File: src/rtl/psr_cond_unit.sv
// Program status unit: holds CPSR and one SPSR, evaluates condition codes
// against the registered flags, and services MSR/MRS and exception entry/return.
module psr_cond_unit #(
  parameter logic [4:0] RESET_MODE = 5'b10011
) (
  input  logic        clk,
  input  logic        rst_n,
  input  logic        exec_valid,
  input  logic [3:0]  cond,
  input  logic        s_bit,
  input  logic [3:0]  alu_nzcv,
  output logic        cond_pass,
  output logic        CF,
  output logic        VF,
  input  logic        msr_we,
  input  logic        msr_spsr,
  input  logic [3:0]  msr_mask,
  input  logic [31:0] msr_data,
  input  logic        mrs_spsr,
  output logic [31:0] psr_rdata,
  input  logic        exc_entry,
  input  logic [4:0]  exc_mode,
  input  logic        exc_return,
  output logic [31:0] cpsr
);

  localparam logic [4:0] MODE_USR = 5'b10000;

  function automatic logic mode_valid(input logic [4:0] m);
    case (m)
      5'b10000, 5'b10001, 5'b10010, 5'b10011,
      5'b10111, 5'b11011, 5'b11111: mode_valid = 1'b1;
      default:                      mode_valid = 1'b0;
    endcase
  endfunction

  logic [3:0] cpsr_nzcv_q, cpsr_nzcv_d;
  logic       cpsr_i_q, cpsr_i_d;
  logic       cpsr_f_q, cpsr_f_d;
  logic [4:0] cpsr_m_q, cpsr_m_d;
  logic [3:0] spsr_nzcv_q, spsr_nzcv_d;
  logic       spsr_i_q, spsr_i_d;
  logic       spsr_f_q, spsr_f_d;
  logic [4:0] spsr_m_q, spsr_m_d;

  logic [31:0] spsr_w;
  logic        flag_upd;
  logic        n_f, z_f, c_f, v_f;

  // Unimplemented mask fields and reserved data bits are intentionally dropped.
  logic unused_bits;
  assign unused_bits = ^{msr_mask[2:1], msr_data[27:8], msr_data[5]};

  assign cpsr   = {cpsr_nzcv_q, 20'b0, cpsr_i_q, cpsr_f_q, 1'b0, cpsr_m_q};
  assign spsr_w = {spsr_nzcv_q, 20'b0, spsr_i_q, spsr_f_q, 1'b0, spsr_m_q};

  assign psr_rdata = mrs_spsr ? spsr_w : cpsr;
  assign {n_f, z_f, c_f, v_f} = cpsr_nzcv_q;
  assign CF = c_f;
  assign VF = v_f;

  always_comb begin
    cond_pass = 1'b0;
    case (cond)
      4'b0000: cond_pass = z_f;
      4'b0001: cond_pass = ~z_f;
      4'b0010: cond_pass = c_f;
      4'b0011: cond_pass = ~c_f;
      4'b0100: cond_pass = n_f;
      4'b0101: cond_pass = ~n_f;
      4'b0110: cond_pass = v_f;
      4'b0111: cond_pass = ~v_f;
      4'b1000: cond_pass = c_f & ~z_f;
      4'b1001: cond_pass = ~c_f | z_f;
      4'b1010: cond_pass = (n_f == v_f);
      4'b1011: cond_pass = (n_f != v_f);
      4'b1100: cond_pass = ~z_f & (n_f == v_f);
      4'b1101: cond_pass = z_f | (n_f != v_f);
      4'b1110: cond_pass = 1'b1;
      default: cond_pass = 1'b0;
    endcase
  end

  assign flag_upd = exec_valid & cond_pass & s_bit;

  // CPSR writers are mutually exclusive by priority; SPSR is owned by
  // exc_entry whenever it fires, otherwise an MSR to SPSR may write it.
  always_comb begin
    cpsr_nzcv_d = cpsr_nzcv_q;
    cpsr_i_d    = cpsr_i_q;
    cpsr_f_d    = cpsr_f_q;
    cpsr_m_d    = cpsr_m_q;
    spsr_nzcv_d = spsr_nzcv_q;
    spsr_i_d    = spsr_i_q;
    spsr_f_d    = spsr_f_q;
    spsr_m_d    = spsr_m_q;

    if (exc_entry) begin
      spsr_nzcv_d = cpsr_nzcv_q;
      spsr_i_d    = cpsr_i_q;
      spsr_f_d    = cpsr_f_q;
      spsr_m_d    = cpsr_m_q;
      cpsr_m_d    = exc_mode;
      cpsr_i_d    = 1'b1;
    end else begin
      if (msr_we && msr_spsr) begin
        if (msr_mask[3]) spsr_nzcv_d = msr_data[31:28];
        if (msr_mask[0]) begin
          spsr_i_d = msr_data[7];
          spsr_f_d = msr_data[6];
          if (mode_valid(msr_data[4:0])) spsr_m_d = msr_data[4:0];
        end
      end

      if (exc_return) begin
        cpsr_nzcv_d = spsr_nzcv_q;
        cpsr_i_d    = spsr_i_q;
        cpsr_f_d    = spsr_f_q;
        cpsr_m_d    = spsr_m_q;
      end else if (msr_we && !msr_spsr) begin
        if (msr_mask[3]) cpsr_nzcv_d = msr_data[31:28];
        if (msr_mask[0] && (cpsr_m_q != MODE_USR)) begin
          cpsr_i_d = msr_data[7];
          cpsr_f_d = msr_data[6];
          if (mode_valid(msr_data[4:0])) cpsr_m_d = msr_data[4:0];
        end
      end else if (flag_upd) begin
        cpsr_nzcv_d = alu_nzcv;
      end
    end
  end

  always_ff @(posedge clk or negedge rst_n) begin
    if (!rst_n) begin
      cpsr_nzcv_q <= 4'b0;
      cpsr_i_q    <= 1'b1;
      cpsr_f_q    <= 1'b1;
      cpsr_m_q    <= RESET_MODE;
      spsr_nzcv_q <= 4'b0;
      spsr_i_q    <= 1'b0;
      spsr_f_q    <= 1'b0;
      spsr_m_q    <= 5'b0;
    end else begin
      cpsr_nzcv_q <= cpsr_nzcv_d;
      cpsr_i_q    <= cpsr_i_d;
      cpsr_f_q    <= cpsr_f_d;
      cpsr_m_q    <= cpsr_m_d;
      spsr_nzcv_q <= spsr_nzcv_d;
      spsr_i_q    <= spsr_i_d;
      spsr_f_q    <= spsr_f_d;
      spsr_m_q    <= spsr_m_d;
    end
  end

endmodule

File: config.mk
export PLATFORM = sky130hd
export DESIGN_NAME = psr_cond_unit
export DESIGN_NICKNAME = d
export VERILOG_FILES = /design/src/rtl/psr_cond_unit.sv
export SDC_FILE = /design/constraint.sdc
export NUM_CORES = 1
export LEC_CHECK = 0
export BUFFER_PORTS_ARGS = -buffer_cell sky130_fd_sc_hd__buf_2
export CORE_UTILIZATION = 39
export CTS_CLUSTER_SIZE = 40
export DETAILED_ROUTE_END_ITERATION = 10
export PLACE_DENSITY = 0.82
export SLEW_MARGIN = 20
export SYNTH_ARGS = -nofsm -noshare
export SYNTH_HDL_FRONTEND = slang
export SYNTH_SLANG_ARGS = --single-unit
File: constraint.sdc
create_clock -name clk -period 1.8 [get_ports clk]
set_input_delay 0.18 -clock clk [delete_from_list [all_inputs] [get_ports clk]]
set_output_delay 0.18 -clock clk [all_outputs]
set_load 0.01 [all_outputs]
==> impl_metrics.env <==
export IMPL_final_area_mm2=0.00248
export IMPL_max_stage_delay_ps=410
export IMPL_nets=368
export IMPL_totalWireLength_mm=4.99
export IMPL_crit_type="reg -> out"
export IMPL_status="finished with violations"
export IMPL_min_to="spsr_m_q[0]"
export IMPL_netSwitchingPower_uw=766
export IMPL_cts_tree="built"
export IMPL_placed_cells=370
export IMPL_num_rows=26
export IMPL_crit_path_start_kind="flop"
export IMPL_rr_startpoint="cpsr_m_q[4]"
export IMPL_p_sw_share_pct=38.3
export IMPL_drtAntennaViolNets=0
export IMPL_p_per_area_mw_per_mm2=808
export IMPL_setup_ws_ps=-136
export IMPL_die_width_um=75.0
export IMPL_n_fill_cell=506
export IMPL_fin_crit_sh_pct=108
export IMPL_overflow=0
export IMPL_drt_initial_drc_count=94
export IMPL_synthCells=242
export IMPL_fmax_ghz=0.517
export IMPL_finalSetupViolations=11
export IMPL_area_growth_synth_to_final_pct=19.2
export IMPL_dpl_hpwl_mm=3.71
export IMPL_pre_cts_ws_ps=-91.4
export IMPL_num_antenna_cells=0
export IMPL_drc_errors=0
export IMPL_via_count=1870
export IMPL_yosysTopAreaCell="dfrtp_1"
export IMPL_coreArea_mm2=0.00511
export IMPL_arrival_ps=1760
export IMPL_synth_cell_area_mm2=0.00208
export IMPL_vdd_drop_max_mv=0.392
export IMPL_ys_seq_elements=22
export IMPL_synth_edf_count=0
export IMPL_synth_cell_types=49
export IMPL_slew_limit_headroom_pct=61.6
export IMPL_clock_latency_ps=270
export IMPL_antenna_found_initial=0
export IMPL_fin_cells=379
export IMPL_port_buffers=59
export IMPL_start_util_pct=40.7
export IMPL_yosysMostFrequentCell="buf_4"
export IMPL_grtUsageTotal_pct=18.6
export IMPL_crit_family="compound AO/OA/AOI/OAI gates"
export IMPL_avgSynthCellArea_um2=8.58
export IMPL_reg2reg_slack_ps=-90
export IMPL_yosys_warnings=0
export IMPL_place_gp_congestion=0.863
export IMPL_via_per_inst=4.93
export IMPL_wl_per_cell_um=13.2
export IMPL_placed_area_mm2=0.00233
export IMPL_drtPass1Iterations=4
export IMPL_slew_viol_final=0
export IMPL_clockPowerShare_pct=18.7
export IMPL_ys_flop_type="dfrtp_1"
export IMPL_r2r_end="cpsr_i_q"
export IMPL_fp_dieArea_mm2=0.00562
export IMPL_total_leakage_power_uw=0.00122
export IMPL_cp_end_kind="primary output"
export IMPL_drive_gt1_share_pct=37.2
export IMPL_worst_pin_slew_ps=573
export IMPL_clockBufferDepth=2
export IMPL_combPwrFrac_pct=46.1
export IMPL_grt_max_degree=25
export IMPL_max_cap_violations=0
export IMPL_hold_viol=0
export IMPL_path_buf_inv=1
export IMPL_hp_class="in -> reg"
export IMPL_whs_ps=229
export IMPL_worst_path_max_fanout=3
export IMPL_path_clk_slew_ps=80
export IMPL_io_pins=125
export IMPL_violations="negative setup slack"
export IMPL_cts_root_buf="clkbuf_8"
export IMPL_internal_power_uw=1230
export IMPL_grt_pass1_vias=1640
export IMPL_cts_buffers=3
export IMPL_synth_common_cells="47 x buf_4, 27 x nand2_1, 24 x o21ai_0"
export IMPL_crit_slowest_cell="dfrtp_1"
export IMPL_synth_area_leaders="dfrtp_1 20%, buf_4 17%, mux2i_1 10%"
export IMPL_rsz0062_at_grt="yes"
export IMPL_cp_required_ps=1620
export IMPL_cp_cell_sequence="xor2_1 -> a32oi_1 -> o311ai_2 -> or3_4 -> buf_6"
export IMPL_h_tree_depth=1
export IMPL_startpoint="cpsr_nzcv_q[1]"
export IMPL_p_seq_share_pct=35.2
export IMPL_rr_worst_depth=6
export IMPL_hold_depth=3
export IMPL_grt_pass1_wl_mm=7.77
export IMPL_synth_top_area_share_pct=20.5
export IMPL_cts_sinks=22
export IMPL_die_y_um=75.0
export IMPL_async_flop_share_pct=100
export IMPL_clock_skew_ps=3.20
export IMPL_period_needed_ps=1940
export IMPL_hp_start="msr_data[0]"
export IMPL_seq_area_frac_synth_pct=26.8
-- area by class of cell --
cell class	instances	area [um2]	area share [%]
clock buffer	4	55.1	2.22
multi-input combinational	196	1280	51.8
timing repair buffer	80	465	18.8
sequential	22	558	22.5
tap	70	87.6	3.54
inverter	7	26.3	1.06
-- metrics by stage --
step | setup TNS (ps) | total power [uW] | utilization [%]
2_1_floorplan | -69.6 | 1310 | -
3_3_place_gp | -244 | 1520 | 45.6
3_5_place_dp | -539 | 1550 | 45.6
4_1_cts | -591 | 1990 | 48.2
5_1_grt | -1380 | 2150 | 48.5
6_report | -596 | 2000 | 48.5
-- cell usage in the layout, fill, tap and decap left out, types with 2 or more instances in the layout --
cell and instances:
nand3_1 2, buf_4 19, nor3b_1 2, o21a_1 3, a31oi_1 3, o221ai_2 3
xor2_1 4, a211oi_1 4, buf_6 2, nand2b_1 3, mux2_2 12, a21oi_1 2
dfstp_2 5, nand3b_1 3, o21ai_0 24, a311oi_1 3, conb_1 42, o211ai_1 3
clkbuf_8 4, dfrtp_1 16, nor2_1 10, mux2i_1 21, buf_2 58, inv_1 7
nand2_1 27
-- metal layers --
layer	global-route usage, %	routed length (um)	up-vias
li1	-	-	906
met1	23.2	2120	865
met2	31.9	2430	93
met3	2.81	353	6
met4	7.97	87	0
met5	0	0	-
-- sequential cells by signal (all words and copies together) (netlist names) --
register and flops:
cpsr_m_q 5, spsr_m_q 5, cpsr_nzcv_q 4, spsr_nzcv_q 4, cpsr_f_q 1, cpsr_i_q 1, spsr_f_q 1, spsr_i_q 1
-- power by group through the flow --
stage	clock network [uW]	registers, uW	logic, uW
finish	375	704	922
global route	407	717	1020
CTS	382	701	906
detailed placement	0	708	838
global placement	0	703	817
floorplan	0	708	600
-- cells by family after synthesis --
group | count (synthesis) | share of synthesized area (%)
AND/OR/NAND/NOR | 60 | 14.9
AO/OA/AOI/OAI | 56 | 18.5
other | 1 | 0.181
XOR/XNOR | 4 | 1.69
multiplexers | 34 | 17.2
buffers and inverters | 65 | 20.8
flip-flops | 22 | 26.8
-- how the worst max path moves through the flow --
stage | endpoint | slack (ps) | depth (start not counted)
after floorplan | cpsr_m_q[2] | -30 | 4
after global placement | cpsr_m_q[3] | -50 | 4
after detailed placement | cpsr_nzcv_q[3] | -90 | 6
after CTS | cond_pass | -120 | 5
after global routing | cond_pass | -200 | 5
final | cond_pass | -140 | 5
-- worst register-to-register path: stages (launching register included) --
cell	delay (ps)
dfstp_2	540
or4b_4	450
o211ai_2	190
buf_4	150
mux2_4	290
mux2i_1	130
nand2_1	70
-- what timing repair did --
item                       in CTS  in global routing
hold buffers                    1                  0
hold endpoints to repair       17                  0
buffers inserted                3                  1
resized for setup               9                  3
setup endpoints to repair       8                 12
pin swaps                       8                  6
Power figures use the tool's default switching activity.
